<file path="src/rtl/adc_stream_packer.sv">
`default_nettype none
// ============================================================================
// adc_stream_packer : packs 16-bit ADC sample pairs into 32-bit words, buffers
// them and emits one AXI4-Stream packet of pkt_size bytes. Option macro:
// ADC_TEST_PATTERN_EN (replaces smp_data with an internal counter).
// Revision: 1.0
// ============================================================================
module adc_stream_packer #(
  parameter int SMP_W      = 16,
  parameter int FIFO_DEPTH = 16,
  parameter int SIZE_W     = 32
) (
  input  logic               clk,
  input  logic               resetn,
  input  logic               start,
  input  logic [SIZE_W-1:0]  pkt_size,
  input  logic               smp_valid,
  input  logic [SMP_W-1:0]   smp_data,
  output logic               busy,
  output logic               done,
  output logic               overflow,
  output logic               size_err,
  output logic [2*SMP_W-1:0] m_axis_tdata,
  output logic               m_axis_tvalid,
  input  logic               m_axis_tready,
  output logic               m_axis_tlast
);

  localparam int CNT_W = SIZE_W - 2;
  localparam int AW    = $clog2(FIFO_DEPTH);

  typedef enum logic [1:0] {
    IDLE    = 2'd0,
    CAPTURE = 2'd1,
    DRAIN   = 2'd2
  } state_t;

  state_t             state;
  state_t             state_nxt;
  logic [CNT_W-1:0]   target;
  logic [CNT_W-1:0]   pushed;
  logic [CNT_W-1:0]   beats;
  logic               phase;
  logic [SMP_W-1:0]   half;
  logic [2*SMP_W-1:0] mem [FIFO_DEPTH];
  logic [AW-1:0]      wr_ptr;
  logic [AW-1:0]      rd_ptr;
  logic [AW-1:0]      rd_nxt;
  logic               size_good;
  logic               start_idle;
  logic               smp_acc;
  logic               word_done;
  logic               fifo_full;
  logic               pop;
  logic               push;
  logic               last_push;
  logic               head_avail;
  logic [SMP_W-1:0]   smp_val;
  logic [2*SMP_W-1:0] word;

  assign size_good  = (pkt_size != '0) && (pkt_size[1:0] == 2'b00);
  assign start_idle = start && (state == IDLE);
  assign smp_acc    = smp_valid && (state == CAPTURE);
  assign word_done  = smp_acc && phase;
  assign word       = {smp_val, half};
  assign pop        = m_axis_tvalid && m_axis_tready;
  // One slot stays unused so full and empty pointer states differ
  assign fifo_full  = (wr_ptr + AW'(1)) == rd_ptr;
  assign push       = word_done && (!fifo_full || pop);
  assign last_push  = push && ((pushed + CNT_W'(1)) == target);
  assign rd_nxt     = rd_ptr + AW'(pop);
  assign head_avail = (rd_nxt != wr_ptr);

`ifdef ADC_TEST_PATTERN_EN
  logic [SMP_W-1:0] tp_cnt;
  logic             unused_smp;
  assign unused_smp = ^smp_data;

  always_ff @(posedge clk or negedge resetn) begin
    if (!resetn) begin
      tp_cnt <= '0;
    end else if (start_idle && size_good) begin
      tp_cnt <= '0;
    end else if (smp_acc) begin
      tp_cnt <= tp_cnt + SMP_W'(1);
    end
  end

  assign smp_val = tp_cnt;
`else
  assign smp_val = smp_data;
`endif

  always_ff @(posedge clk or negedge resetn) begin
    if (!resetn) begin
      state <= IDLE;
    end else begin
      state <= state_nxt;
    end
  end

  always_comb begin
    state_nxt = state;
    case (state)
      IDLE:    if (start && size_good) state_nxt = CAPTURE;
      CAPTURE: if (last_push)          state_nxt = DRAIN;
      DRAIN:   if (pop && m_axis_tlast) state_nxt = IDLE;
      default: state_nxt = IDLE;
    endcase
  end

  assign busy         = (state != IDLE);
  assign m_axis_tlast = m_axis_tvalid && (beats == (target - CNT_W'(1)));
  assign done         = (state == DRAIN) && pop && m_axis_tlast;

  always_ff @(posedge clk or negedge resetn) begin
    if (!resetn) begin
      target   <= '0;
      pushed   <= '0;
      beats    <= '0;
      phase    <= 1'b0;
      half     <= '0;
      overflow <= 1'b0;
      size_err <= 1'b0;
    end else begin
      if (start_idle) begin
        if (size_good) begin
          target   <= pkt_size[SIZE_W-1:2];
          pushed   <= '0;
          beats    <= '0;
          phase    <= 1'b0;
          overflow <= 1'b0;
          size_err <= 1'b0;
        end else begin
          size_err <= 1'b1;
        end
      end
      if (smp_acc) begin
        phase <= ~phase;
        if (!phase) half <= smp_val;
      end
      if (push)                overflow <= overflow;
      if (push)                pushed   <= pushed + CNT_W'(1);
      if (word_done && !push)  overflow <= 1'b1;
      if (pop)                 beats    <= beats + CNT_W'(1);
    end
  end

  always_ff @(posedge clk) begin
    if (push) mem[wr_ptr] <= word;
  end

  // Output register mirrors the FIFO head; an entry leaves the FIFO on handshake
  always_ff @(posedge clk or negedge resetn) begin
    if (!resetn) begin
      wr_ptr        <= '0;
      rd_ptr        <= '0;
      m_axis_tvalid <= 1'b0;
      m_axis_tdata  <= '0;
    end else begin
      if (push) wr_ptr <= wr_ptr + AW'(1);
      rd_ptr        <= rd_nxt;
      m_axis_tvalid <= head_avail;
      if (head_avail) m_axis_tdata <= mem[rd_nxt];
    end
  end

endmodule
`default_nettype wire

</file>
<file path="config.mk">
export PLATFORM = sky130hd
export DESIGN_NAME = adc_stream_packer
export DESIGN_NICKNAME = d
export VERILOG_FILES = /design/src/rtl/adc_stream_packer.sv
export SDC_FILE = /design/constraint.sdc
export NUM_CORES = 1
export LEC_CHECK = 0
export CORE_MARGIN = 2
export CORE_UTILIZATION = 40
export CTS_CLUSTER_DIAMETER = 80
export DETAILED_ROUTE_END_ITERATION = 8
export REMOVE_ABC_BUFFERS = 1
export SLEW_MARGIN = 20
export SYNTH_ARGS = -nofsm -noshare
export SYNTH_HDL_FRONTEND = slang
export SYNTH_SLANG_ARGS = --single-unit
</file>
<file path="constraint.sdc">
create_clock -name clk -period 4.6 [get_ports clk]
set_input_delay 0.46 -clock clk [delete_from_list [all_inputs] [get_ports clk]]
set_output_delay 0.46 -clock clk [all_outputs]
set_load 0.005 [all_outputs]
</file>
==> summary.md, run 1 <==
| Metric | Value |
|---|---|
| Clock slew at reported path FFs | `60 ps` |
| Largest net degree at the start of global routing | `90` |
| Global-route wire length before repair | `103 mm` |
| Starting density of the core | `0.403` |
| Worst Skew | `23.3 ps` |
| Vias in the first global route | `16,100` |
| Maximum clock insertion buffer count | `3` |
| Peak VDD IR | `0.000365 V` |
| Clock Sinks | `664` |
| WP data required | `4140 ps` |
| Hpwl dp | `40.6 mm` |
| Initial drt markers | `1,535` |
| Max_slew headroom | `0.453` |
| Number of diodes | `0` |
| CTS HTree Levels | `3` |
| # DRC | `0` |
| Share of cells above drive strength 1 | `0.246` |
| Synth warn | `0` |
| Worst reg2reg endpoint | `state[1]` |
| Core footprint | `69,900 um^2` |
| Area of the mapped netlist | `28,200 um^2` |
| # port buffers | `90` |
| FF+latch count, synth | `664` |
| Area contributors post-synth | `edfxtp_1, dfrtp_1, mux4_2, mux2_2, o21ai_0` |
| Leak | `11.1 nW` |
| Crit end category | `primary output` |
| Commonest cells after routing, fill and taps aside | `edfxtp_1, mux4_2, dfrtp_1` |
| Worst skew pair latency | `610 ps` |
| Vias | `15,900` |
| DRT antenna net count | `0` |
| Tot Pwr | `0.0209 W` |
| Hold Fails Final Rpt | `0` |
| Critical path type | `reg2out` |
| Initial antenna violation count | `2` |
| DR WL/cell | `24.1 um` |
| Vias per cell | `5.66` |
| I/O Pins | `91` |
| Site Rows | `97` |
| Slew Limit Fails | `0` |
| Register area | `19,200 um^2` |
| Final net count | `1,876` |
| GRT overflow | `0` |
| Unique masters post-synth | `63` |
| CTS tree | `yes` |
| Post-synth EDFFs | `512` |
| Synthesized netlist cell count | `1,683` |
| Multi-input logic area | `8780 um^2` |
| Final period utilization | `0.975` |
| Total wire length | `67.7 mm` |
| Outcome | `complete, no violations` |
| CP max FO | `7` |
| Worst hold path startpoint | `m_axis_tdata[5]` |
| Crit path DAT | `4020 ps` |
| Die area | `72,600 um^2` |
| Chip Width | `269 um` |
| Hold Crit Depth | `1` |
| Drt first pass iters | `6` |
| Die H | `269 um` |
| Gp weighted congestion | `0.903` |
| Yosys top cell area share | `0.546` |
| Final setup viols | `0` |
| Num CTS Buffers | `71` |
| Clk root buf | `clkbuf_16` |
| Sequential share of the synthesized area | `0.681` |
| Dominant synthesized flop cell | `edfxtp_1` |
| Fin Hold WS | `505 ps` |
| Commonest non-fill, non-tap cell in the layout | `edfxtp_1` |
| Power Density | `627 nW/um^2` |
| Max Cap Viol | `0` |
| GRT Util Overall | `0.187` |
| Synth area leader | `edfxtp_1` |
| Fillers | `5,944` |
| Tmin final | `4480 ps` |
| TNS Setup | `0 ps` |
| Crit path launch type | `flip-flop` |
| Reg-to-reg setup timing slack | `140 ps` |
| Reg-to-Reg Start | `target[5]` |
| Area Growth Syn to Fin | `18.1%` |
| Max frequency | `223 MHz` |
| Worst-case reg-to-reg path depth | `20` |
| End of the worst hold path | `m_axis_tdata[5]` |
| Fin area | `33,300 um^2` |
| Least-Margin Pin Slew | `818 ps` |
| Ys async rst share | `0.229` |
| DP Area | `30,700 um^2` |
| Avg Synthesized Cell Area | `16.7 um^2` |
| HP Class | `reg2reg` |
[routing by layer]
layer	routed length, um	share of wire	GRT usage
met4	1280	0.019	0.0415
met5	11	0.00016	0
met2	34400	0.51	0.320
met1	28900	0.43	0.250
met3	3170	0.047	0.0329
[power by group]
group	internal, W	switching, W
combinational	0.00365	0.00318
clock	0.00344	0.00234
sequential	0.00746	0.000774
[worst max-delay path: stages, from the launching register on]
cell,delay [ps]
dfrtp_1,440
or4_4,600
or4_4,590
or3_4,360
o31ai_4,200
o21ai_1,110
a2111o_1,460
nor4b_4,280
nor2b_1,160
clkdlybuf4s15_1,210
[cell usage after synthesis, types with 5 or more instances]
library cell,count
edfxtp_1,512
mux4_2,160
dfrtp_1,152
o21ai_0,94
clkbuf_1,93
nand2_1,88
mux2_2,80
nor2_1,62
xnor2_1,51
nand3_1,39
xor2_1,35
nand4_1,33
nor4_1,28
nor3_1,25
o31ai_1,22
a21oi_1,19
and3_1,19
a31oi_1,17
or4_1,14
inv_1,13
buf_1,10
ha_1,9
mux2i_1,8
nor2b_1,8
o41ai_1,8
and4_1,7
nand2b_1,6
buf_2,5
[per-stage QoR]
step / instances / utilization / worst slack (ps)
2_1_floorplan: 1573 / - / -3840
3_3_place_gp: 2663 / 0.439 / 147
3_5_place_dp: 2663 / 0.439 / 112
4_1_cts: 2807 / 0.475 / 83.6
5_1_grt: 2809 / 0.476 / -51.9
6_report: 2809 / 0.476 / 116
[timing repair]
item	4_1_cts	5_1_grt
pin swaps	4	5
hold buffers	1	0
gates resized for setup	6	11
endpoints found under the setup margin	2	2
cloned	0	0
hold endpoints to repair	83	0
buffers inserted	15	2
[layout make-up]
class	count	share of cell area
tap	940	0.0353
multi-input combinational	895	0.264
timing repair buffer	168	0.0516
clock inverter	29	0.0126
sequential	664	0.576
inverter	14	0.00158
clock buffer	99	0.0587
[flip-flops by register name, summed over array words and instances (netlist names)]
register       cells
beats             30
half              16
m_axis_tdata      32
m_axis_tvalid      1
mem              512
overflow           1
phase              1
pushed            30
rd_ptr             4
size_err           1
state              2
target            30
wr_ptr             4
[cell families (layout without fill, tap and decap cells)]
family,after synthesis,after routing,share of synthesized area
flip-flops,664,664,0.681
AND/OR/NAND/NOR,360,360,0.0670
multiplexers,248,248,0.163
AO/OA/AOI/OAI,192,192,0.0417
buffers and inverters,124,310,0.0173
XOR/XNOR,86,86,0.0267
adder cells (fa/ha/maj),9,9,0.00400
[worst max path at each step]
stage             startpoint               to  slack, ps  cells past startpoint
2_1_floorplan  m_axis_tready  m_axis_tdata[0]      -3840                      6
4_1_cts            target[1]             done         80                     11
3_3_place_gp       target[1]             done        150                     11
3_5_place_dp       target[1]             done        110                     11
5_1_grt            target[1]             done        -50                     11
6_report           target[5]             done        120                      9
No activity file was read; power rests on OpenSTA's default activity.
==> run 2: changes to the inputs <==
--- a/config.mk
+++ b/config.mk
@@ -5,6 +5,7 @@
 export SDC_FILE = /design/constraint.sdc
 export NUM_CORES = 1
 export LEC_CHECK = 0
+export ABC_CLOCK_PERIOD_IN_PS = 4600
 export CORE_MARGIN = 2
 export CORE_UTILIZATION = 40
 export CTS_CLUSTER_DIAMETER = 80
==> results of run 2 <==
Same layout as run 1: the final DEF is identical, and so are final timing and power.
